File: src/rtl/gain_ramp_q5_8.sv
// -----------------------------------------------------------------------------
// gain_ramp_q5_8
// Multi-band gain stage for the equalizer. Per-band gain codes arrive over a
// valid/ready port, are mapped through a fixed code table to a Q(INT_W).(FRAC_W)
// gain, and each band's output gain slews toward its new target by at most
// RAMP_STEP LSBs per sample_tick so that gain changes cause no zipper noise.
//
// Configuration macro: GAIN_RAMP_EN
//   defined   : per-band ramping on sample_tick
//   undefined : no ramp logic; a band's gain jumps to its target at COMMIT,
//               sample_tick is ignored and settled is constantly all ones
//
// Ports
//   clk          in   rising-edge system clock
//   rst_n        in   asynchronous active-low reset
//   sample_tick  in   one-cycle pulse per audio sample (ramp step strobe)
//   upd_valid    in   gain update request
//   upd_ready    out  update port can accept (registered)
//   upd_band     in   target band index
//   upd_code     in   gain code
//   upd_err      out  one-cycle pulse when the band index is out of range
//   gain_out     out  current gain per band, band 0 in the LSBs (registered)
//   settled      out  bit b set when band b's current gain equals its target
// -----------------------------------------------------------------------------
module gain_ramp_q5_8 #(
  parameter int N_BANDS   = 5,
  parameter int CODE_W    = 6,
  parameter int INT_W     = 5,
  parameter int FRAC_W    = 8,
  parameter int RAMP_STEP = 16,
  localparam int BAND_W   = (N_BANDS > 1) ? $clog2(N_BANDS) : 1,
  localparam int GW       = INT_W + FRAC_W
) (
  input  logic                    clk,
  input  logic                    rst_n,
  input  logic                    sample_tick,
  input  logic                    upd_valid,
  output logic                    upd_ready,
  input  logic [BAND_W-1:0]       upd_band,
  input  logic [CODE_W-1:0]       upd_code,
  output logic                    upd_err,
  output logic [N_BANDS*GW-1:0]   gain_out,
  output logic [N_BANDS-1:0]      settled
);

  localparam logic [GW-1:0] UNITY = GW'(2 ** FRAC_W);

  typedef enum logic [1:0] {
    IDLE,
    LOOKUP,
    COMMIT
  } state_t;

  state_t              state_q;
  logic [BAND_W-1:0]   band_q;
  logic [CODE_W-1:0]   code_q;
  logic [GW-1:0]       lookup_q;
  logic                upd_ready_q;
  logic                upd_err_q;
  logic                commit;

  // Code table. The attenuation range divides by a loop constant, so each
  // entry folds to a literal and the table becomes a small ROM.
  function automatic logic [GW-1:0] code_to_gain(input logic [CODE_W-1:0] code);
    int            c;
    logic [GW-1:0] g;
    c = 32'(code);
    g = '0;
    for (int k = 1; k <= 15; k++) begin
      if (c == k) begin
        g = GW'((2 ** (FRAC_W + 1) + (17 - k)) / (2 * (17 - k)));
      end
    end
    if (c >= 16 && c <= 18) begin
      g = UNITY;
    end else if (c >= 19 && c <= 33) begin
      g = GW'((c - 17) << FRAC_W);
    end
    return g;
  endfunction

  // Update handshake: accept in IDLE, register the table result in LOOKUP,
  // write the target in COMMIT. upd_err is raised for the COMMIT cycle only.
  always_ff @(posedge clk or negedge rst_n) begin
    if (!rst_n) begin
      state_q     <= IDLE;
      band_q      <= '0;
      code_q      <= '0;
      lookup_q    <= UNITY;
      upd_ready_q <= 1'b1;
      upd_err_q   <= 1'b0;
    end else begin
      case (state_q)
        IDLE: begin
          if (upd_valid) begin
            band_q      <= upd_band;
            code_q      <= upd_code;
            upd_ready_q <= 1'b0;
            state_q     <= LOOKUP;
          end
        end
        LOOKUP: begin
          lookup_q  <= code_to_gain(code_q);
          upd_err_q <= (int'(band_q) >= N_BANDS);
          state_q   <= COMMIT;
        end
        COMMIT: begin
          upd_err_q   <= 1'b0;
          upd_ready_q <= 1'b1;
          state_q     <= IDLE;
        end
        default: begin
          upd_err_q   <= 1'b0;
          upd_ready_q <= 1'b1;
          state_q     <= IDLE;
        end
      endcase
    end
  end

  assign commit    = (state_q == COMMIT);
  assign upd_ready = upd_ready_q;
  assign upd_err   = upd_err_q;

  logic [GW-1:0] cur_q [N_BANDS];
  logic [GW-1:0] cur_d [N_BANDS];

`ifdef GAIN_RAMP_EN

  localparam logic [GW-1:0] STEP_G = GW'(RAMP_STEP);
  localparam logic [GW:0]   STEP_W = (GW + 1)'(RAMP_STEP);

  logic [GW-1:0]       tgt_q [N_BANDS];
  logic [GW-1:0]       tgt_d [N_BANDS];
  logic [N_BANDS-1:0]  settled_q;
  logic [N_BANDS-1:0]  settled_d;

  // One ramp step toward tgt. The distance is measured one bit wider so the
  // comparison against the step can never wrap; the add/subtract itself only
  // happens when the step fits strictly inside the distance, so it stays in range.
  function automatic logic [GW-1:0] ramp_step(input logic [GW-1:0] cur,
                                              input logic [GW-1:0] tgt);
    logic [GW:0]   cur_w;
    logic [GW:0]   tgt_w;
    logic [GW:0]   diff_w;
    logic [GW-1:0] nxt;
    cur_w  = {1'b0, cur};
    tgt_w  = {1'b0, tgt};
    diff_w = '0;
    nxt    = cur;
    if (cur_w < tgt_w) begin
      diff_w = tgt_w - cur_w;
      nxt    = (diff_w > STEP_W) ? cur + STEP_G : tgt;
    end else if (cur_w > tgt_w) begin
      diff_w = cur_w - tgt_w;
      nxt    = (diff_w > STEP_W) ? cur - STEP_G : tgt;
    end
    return nxt;
  endfunction

  // Target write happens before the step so that a tick coinciding with
  // COMMIT already moves toward the new target.
  always_comb begin
    for (int b = 0; b < N_BANDS; b++) begin
      tgt_d[b] = tgt_q[b];
      if (commit && (band_q == BAND_W'(b))) begin
        tgt_d[b] = lookup_q;
      end
      cur_d[b] = cur_q[b];
      if (sample_tick) begin
        cur_d[b] = ramp_step(cur_q[b], tgt_d[b]);
      end
      settled_d[b] = (cur_d[b] == tgt_d[b]);
    end
  end

  always_ff @(posedge clk or negedge rst_n) begin
    if (!rst_n) begin
      for (int b = 0; b < N_BANDS; b++) begin
        cur_q[b] <= UNITY;
        tgt_q[b] <= UNITY;
      end
      settled_q <= '1;
    end else begin
      for (int b = 0; b < N_BANDS; b++) begin
        cur_q[b] <= cur_d[b];
        tgt_q[b] <= tgt_d[b];
      end
      settled_q <= settled_d;
    end
  end

  assign settled = settled_q;

`else

  // Without ramping the step strobe and step size have no function.
  logic    unused_tick;
  localparam int unused_ramp_step = RAMP_STEP;
  assign unused_tick = sample_tick;

  // The committed gain is applied directly.
  always_comb begin
    for (int b = 0; b < N_BANDS; b++) begin
      cur_d[b] = cur_q[b];
      if (commit && (band_q == BAND_W'(b))) begin
        cur_d[b] = lookup_q;
      end
    end
  end

  always_ff @(posedge clk or negedge rst_n) begin
    if (!rst_n) begin
      for (int b = 0; b < N_BANDS; b++) begin
        cur_q[b] <= UNITY;
      end
    end else begin
      for (int b = 0; b < N_BANDS; b++) begin
        cur_q[b] <= cur_d[b];
      end
    end
  end

  assign settled = '1;

`endif

  // Flatten the per-band gains, band 0 in the LSBs.
  always_comb begin
    gain_out = '0;
    for (int b = 0; b < N_BANDS; b++) begin
      gain_out[b*GW +: GW] = cur_q[b];
    end
  end

endmodule

File: config.mk
export PLATFORM = sky130hd
export DESIGN_NAME = gain_ramp_q5_8
export DESIGN_NICKNAME = d
export VERILOG_FILES = /design/src/rtl/gain_ramp_q5_8.sv
export SDC_FILE = /design/constraint.sdc
export NUM_CORES = 1
export LEC_CHECK = 0
export ABC_CLOCK_PERIOD_IN_PS = 3930
export BUFFER_PORTS_ARGS = -buffer_cell sky130_fd_sc_hd__buf_2
export CAP_MARGIN = 20
export CORE_MARGIN = 5
export CORE_UTILIZATION = 50
export DETAILED_ROUTE_END_ITERATION = 8
export PLACE_DENSITY = 0.84
export SYNTH_ARGS = -nofsm -noshare
export SYNTH_HDL_FRONTEND = slang
export SYNTH_SLANG_ARGS = --single-unit
File: constraint.sdc
create_clock -name clk -period 3.93 [get_ports clk]
set_input_delay 0.393 -clock clk [delete_from_list [all_inputs] [get_ports clk]]
set_output_delay 0.393 -clock clk [all_outputs]
set_load 0.01 [all_outputs]
==> impl_metrics.csv, run 1 <==
group,metric,value,unit
sta,fmax,497,MHz
synthesis,avgSynthCellArea,13.4,um^2
clocking,clockBufferDepth,2,
sta,fin_crit,2.01,ns
sta,slew_headroom,39.7,%
floorplan,initial_core_util,50.4,%
worst_hold_path,hp-class,"in -> reg",
flow_run,drv_cap,0,
critical_path,crit_fanout,13,
global_route,gr-usage-all-layers,16.6,%
detailed_routing,drt_wl_total,7.73,mm
placement,dp_hpwl,5.25,mm
global_route,grt_pass1_vias,2433,
clocking,htree_num_levels,3,
sta,final-hold-violation-count,0,
global_route,grt_overflow_total,0,
critical_path,worstPathArrival,2.25,ns
final_layout,fin_nets,381,
detailed_routing,wl_per_cell,16.4,um
detailed_routing,via_per_inst,5.23,
clocking,clkSlewWorstSetupHoldPaths,0.08,ns
critical_path,r2r_slack,1.92,ns
global_route,grt_pass1_wl,12.7,mm
clocking,cts-hold-fix-buffers,0,
worst_hold_path,min-delay-start,"upd_code[3]",
clocking,post_cts_buffers,0,
critical_path,worstSetupStartpointType,"flop",
final_layout,ff_latch_area,2290,um^2
floorplan,die_x,97.6,um
synthesis,synth_async_sr_flop_share,100,%
final_layout,drive_gt1_share,48.4,%
synthesis,syn_area,3830,um^2
final_layout,multi_input_area,1420,um^2
clocking,clk_latency,0.35,ns
clocking,cts.sinks,91,
floorplan,die_y,97.6,um
sta,fin_setup_tns,0,ns
critical_path,r2r_cells,3,
final_layout,num_antenna_cells,0,
detailed_routing,drt_first_pass_iters,4,
sta,finalCritPeriodShare,51.2,%
power_and_ir_drop,leakage,2.35,nW
critical_path,reg2reg_to,"gain_out[64]",
detailed_routing,drt_iter0_markers,147,
critical_path,r2r-start,"band_q[1]",
floorplan,die_area,9520,um^2
critical_path,required,4.16,ns
synthesis,ys_types,36,
worst_hold_path,holdPathStages,3,
run_status,status,"complete, no violations",
floorplan,io_pins,85,
final_layout,final_util,59.5,%
power_and_ir_drop,power_density,638,nW/um^2
synthesis,ys_ff_latch,91,
sta,finalClockSkew,0.00884,ns
floorplan,num_rows,32,
final_layout,num-fill-cells,622,
critical_path,cp-end-kind,"flop",
clocking,cts_made_buffers,9,
clocking,cts_resized,0,
detailed_routing,vias,2460,
detailed_routing,route.detailed.drc,0,
power_and_ir_drop,peakVddDrop,268,uV
floorplan,fp.coreArea,7610,um^2
worst_hold_path,whs_endpoint,"code_q[3]",
detailed_routing,ant_nets,0,
sta,rsz0062_at_grt,"false",
clocking,cts-root-buf,"clkbuf_8",
synthesis,synth-edff-count,0,
placement,gp_congestion,0.866,
sta,setup_viol,0,
synthesis,synth_ff_type,"dfrtp_1",
final_layout,area_growth_syn_to_layout,18.0,%
synthesis,syn_inst,287,
sta,tightest_slew,0.900,ns
critical_path,criticalPathCategory,"reg -> reg",
synthesis,synth_seq_area_share,59.6,%
global_route,grt_max_degree,92,
placement,portBuffers,78,
global_route,antenna_found_initial,0,
clocking,cts_tree,"yes",
sta,slew_violations,0,
synthesis,yosysWarningCount,0,
## through the flow
stage                     instances  worst slack, ns  cell area [um^2]  hold slack (ns)  power [mW]
final                           470             1.92              4520            0.249        2.89
after global routing            470             1.78              4520            0.246        3.05
after CTS                       468             1.85              4490            0.237        2.91
after detailed placement        452             1.87              4260            0.476        2.21
after global placement          452             2.00              4260            0.475        2.17
after floorplan                 291             2.22              3850           0.0974        1.88
## synthesized netlist by cell type (4+ instances only)
cell / instances / area (um^2)
dfstp_2: 7 / 184
dfrtp_1: 84 / 2100
nand2_1: 22 / 82.6
xnor2_1: 4 / 35.0
buf_2: 5 / 25.0
o21ai_0: 9 / 45.0
inv_1: 7 / 26.3
nor2_1: 13 / 48.8
a21oi_1: 6 / 30.0
buf_4: 7 / 52.6
mux2_2: 70 / 788
clkbuf_1: 7 / 26.3
ha_1: 5 / 62.6
o31ai_1: 7 / 52.6
## worst max-delay path by stage
stage / from / to / slack, ns / cells past startpoint
final: band_q[1] / gain_out[64] / 1.92 / 3
after global routing: band_q[1] / gain_out[64] / 1.78 / 3
after CTS: band_q[1] / gain_out[64] / 1.85 / 3
after detailed placement: band_q[1] / gain_out[64] / 1.87 / 3
after global placement: band_q[1] / gain_out[57] / 2.00 / 3
after floorplan: code_q[0] / lookup_q[2] / 2.22 / 6
## power by group
group / internal (mW) / leakage (nW) / switching, mW
logic: 0.386 / 1.03 / 0.382
registers: 1.20 / 1.21 / 0.215
clock network: 0.378 / 0.106 / 0.322
total: 1.97 / 2.35 / 0.919
## critical path: stages (launching register included)
cell and delay [ns]:
dfrtp_1 0.44, nor2_1 0.16, nand4b_1 0.72, mux2_2 0.57
## routing by layer
metal	part of all wire, %	track usage (%)	vias up	routed length [um]
li1	-	-	1155	-
met1	43	21.1	1230	3320
met2	50	27.8	70	3880
met3	5.6	4.45	5	431
met4	1.2	5.11	0	95
met5	0	0	-	0
## cells in the final DEF, fill, tap and decap left out, drive strengths merged, types with 2 or more instances in the layout
cell type,n
nand2b,3
a32o,2
a31oi,2
nand3,3
a21oi,6
conb,5
o21ai,9
o31ai,7
nand4b,2
dfrtp,84
nor3,3
a22o,2
clkinvlp,2
buf,80
o32ai,2
o221ai,2
clkbuf,11
mux2,70
nand2,23
inv,8
bufinv,2
dfstp,7
xnor2,4
ha,5
nor3b,3
nor2,14
## area by class of cell
class	instances	area share, %
clock buffer	11	3.13
clock inverter	5	1.85
inverter	7	0.581
multi-input combinational	173	31.4
sequential	91	50.5
tap	102	2.82
timing repair buffer	81	9.68
## flip-flops by register name, summed over array words and instances, names as in the netlist
signal,flops
band_q,3
code_q,6
lookup_q,13
state_q,2
upd_ready,1
upd_err,1
gain_out,65
## cells by family after synthesis
| logic type | after synthesis | synth area share [%] |
|---|---|---|
| adder cells (fa/ha/maj) | 5 | 1.63 |
| XOR/XNOR | 4 | 0.914 |
| multiplexers | 70 | 20.6 |
| buffers and inverters | 27 | 3.69 |
| AND/OR/NAND/NOR | 52 | 6.69 |
| other | 1 | 0.0978 |
| flip-flops | 91 | 59.6 |
| AO/OA/AOI/OAI | 37 | 6.79 |
Note: power is estimated with default switching activity, not from simulation.
==> run 2: changes to the inputs <==
--- a/config.mk
+++ b/config.mk
@@ -5,7 +5,7 @@
 export SDC_FILE = /design/constraint.sdc
 export NUM_CORES = 1
 export LEC_CHECK = 0
-export ABC_CLOCK_PERIOD_IN_PS = 3930
+export ABC_CLOCK_PERIOD_IN_PS = 1900
 export BUFFER_PORTS_ARGS = -buffer_cell sky130_fd_sc_hd__buf_2
 export CAP_MARGIN = 20
 export CORE_MARGIN = 5
==> constraint.sdc (replaced) <==
create_clock -name clk -period 1.9 [get_ports clk]
set_input_delay 0.19 -clock clk [delete_from_list [all_inputs] [get_ports clk]]
set_output_delay 0.19 -clock clk [all_outputs]
set_load 0.01 [all_outputs]
==> run 2 against run 1 <==
  * Sequential cell count did not move
  * Via count grew 2.5%
  * Register-to-register slack lost 1.7 ns
  * Clock skew increased by 0.0011 ns
  * Worst setup slack worse by 1.7 ns
  * Critical path type unchanged
==> impl_metrics.csv, run 2 (synthesized netlist as in run 1, its figures left out) <==
group,metric,value,unit
global_route,antenna_found_initial,0,
clocking,clockBufferDepth,2,
global_route,gr-usage-all-layers,17.5,%
critical_path,worstPathArrival,1.92,ns
final_layout,final_util,60.6,%
critical_path,required,2.16,ns
final_layout,fin_nets,394,
power_and_ir_drop,peakVddDrop,585,uV
clocking,cts.sinks,91,
sta,fin_setup_tns,0,ns
detailed_routing,wl_per_cell,16.2,um
worst_hold_path,whs_endpoint,"code_q[0]",
floorplan,io_pins,85,
final_layout,num-fill-cells,606,
sta,fmax,603,MHz
critical_path,criticalPathCategory,"reg -> reg",
critical_path,crit_fanout,9,
global_route,grt_max_degree,41,
clocking,cts_tree,"yes",
sta,tightest_slew,0.552,ns
detailed_routing,route.detailed.drc,0,
floorplan,initial_core_util,50.4,%
floorplan,num_rows,32,
clocking,cts_made_buffers,9,
floorplan,fp.coreArea,7610,um^2
global_route,grt_pass1_wl,13.3,mm
critical_path,r2r_cells,6,
critical_path,r2r-start,"code_q[1]",
floorplan,die_x,97.6,um
flow_run,drv_cap,0,
final_layout,area_growth_syn_to_layout,20.2,%
critical_path,worstSetupStartpointType,"flop",
final_layout,multi_input_area,1420,um^2
worst_hold_path,holdPathStages,3,
floorplan,die_area,9520,um^2
worst_hold_path,hp-class,"in -> reg",
detailed_routing,drt_iter0_markers,92,
final_layout,drive_gt1_share,50.4,%
critical_path,r2r_slack,0.24,ns
clocking,cts-root-buf,"clkbuf_8",
power_and_ir_drop,leakage,2.41,nW
global_route,grt_overflow_total,0,
run_status,status,"complete, no violations",
detailed_routing,drt_first_pass_iters,4,
placement,gp_congestion,0.931,
sta,finalCritPeriodShare,87.3,%
clocking,htree_num_levels,3,
final_layout,num_antenna_cells,0,
detailed_routing,ant_nets,0,
sta,setup_viol,0,
detailed_routing,via_per_inst,5.22,
placement,dp_hpwl,5.78,mm
global_route,grt_pass1_vias,2559,
final_layout,layout_commonest_cell,"dfrtp_1",
power_and_ir_drop,power_density,1270,nW/um^2
final_layout,ff_latch_area,2290,um^2
sta,fin_crit,1.66,ns
sta,finalClockSkew,0.00990,ns
critical_path,setup.worst_path.start,"code_q[1]",
sta,slew_violations,0,
sta,rsz0062_at_grt,"false",
sta,slew_headroom,63.1,%
final_layout,largest_reg_flops,65,
detailed_routing,drt_wl_total,7.83,mm
clocking,cts_resized,0,
critical_path,reg2reg_to,"lookup_q[10]",
floorplan,die_y,97.6,um
final_layout,most-common-layout-cells,"dfrtp_1 (84), buf_2 (77), mux2_2 (70), nand2_1 (22)",
clocking,clkSlewWorstSetupHoldPaths,0.09,ns
clocking,clk_latency,0.36,ns
placement,portBuffers,78,
worst_hold_path,min-delay-start,"upd_code[0]",
critical_path,cp-end-kind,"flop",
detailed_routing,vias,2521,
sta,final-hold-violation-count,0,
[run 2: changes by cell type in the layout (fill, tap and decap cells not counted)]
| cell | change |
|---|---|
| buf_12 | +3 |
| buf_16 | -1 |
| buf_4 | +11 |
| bufinv_16 | -2 |
| clkbuf_1 | -1 |
| clkinv_4 | +1 |
| clkinvlp_4 | -2 |
| inv_6 | +3 |
| inv_8 | +1 |
[run 2: area by class of cell]
cell class	count	share of cell area [%]
clock buffer	10	2.99
clock inverter	6	1.20
inverter	7	0.570
multi-input combinational	173	30.9
sequential	91	49.6
tap	102	2.77
timing repair buffer	94	12.0
[run 2: worst max path at each step]
| stage | to | slack [ns] |
|---|---|---|
| 2_1_floorplan | lookup_q[2] | 0.19 |
| 3_3_place_gp | gain_out[18] | 0.31 |
| 3_5_place_dp | gain_out[20] | 0.28 |
| 4_1_cts | lookup_q[10] | 0.26 |
| 5_1_grt | lookup_q[10] | 0.09 |
| 6_report | lookup_q[10] | 0.24 |
[run 2: repair_timing]
item,4_1_cts,5_1_grt
hold buffers,1,0
setup buffers,0,0
endpoints found under the hold margin,32,0
[run 2: metrics by stage]
step	hold WS [ns]	instances	worst slack [ns]	power [mW]	area, um^2
after floorplan	-0.106	291	0.188	3.89	3850
after global placement	0.190	466	0.313	4.54	4400
after detailed placement	0.198	466	0.281	4.63	4400
after CTS	0.0252	483	0.258	5.89	4610
after global routing	0.0388	483	0.0946	6.19	4610
final	0.0317	483	0.242	5.84	4610
[run 2: metal layers]
metal / GRT usage, % / share of wire [%]
met5: 0 / 0
met4: 6.71 / 1.8
met3: 4.38 / 5.1
met2: 28.8 / 50
met1: 22.2 / 43
[run 2: critical path: stages, from the launching register on]
cell and delay (ns):
dfrtp_1 0.44, inv_1 0.14, ha_1 0.34, nor2_1 0.11, o32ai_2 0.14, nand2_2 0.13, o31ai_1 0.27
[run 2: power by group]
| part | switching [mW] | total [mW] | leakage (nW) | internal (mW) |
|---|---|---|---|---|
| Combinational | 0.861 | 1.70 | 1.09 | 0.837 |
| Sequential | 0.386 | 2.88 | 1.21 | 2.49 |
| Clock | 0.728 | 1.27 | 0.100 | 0.541 |
| Total | 1.97 | 5.84 | 2.41 | 3.87 |
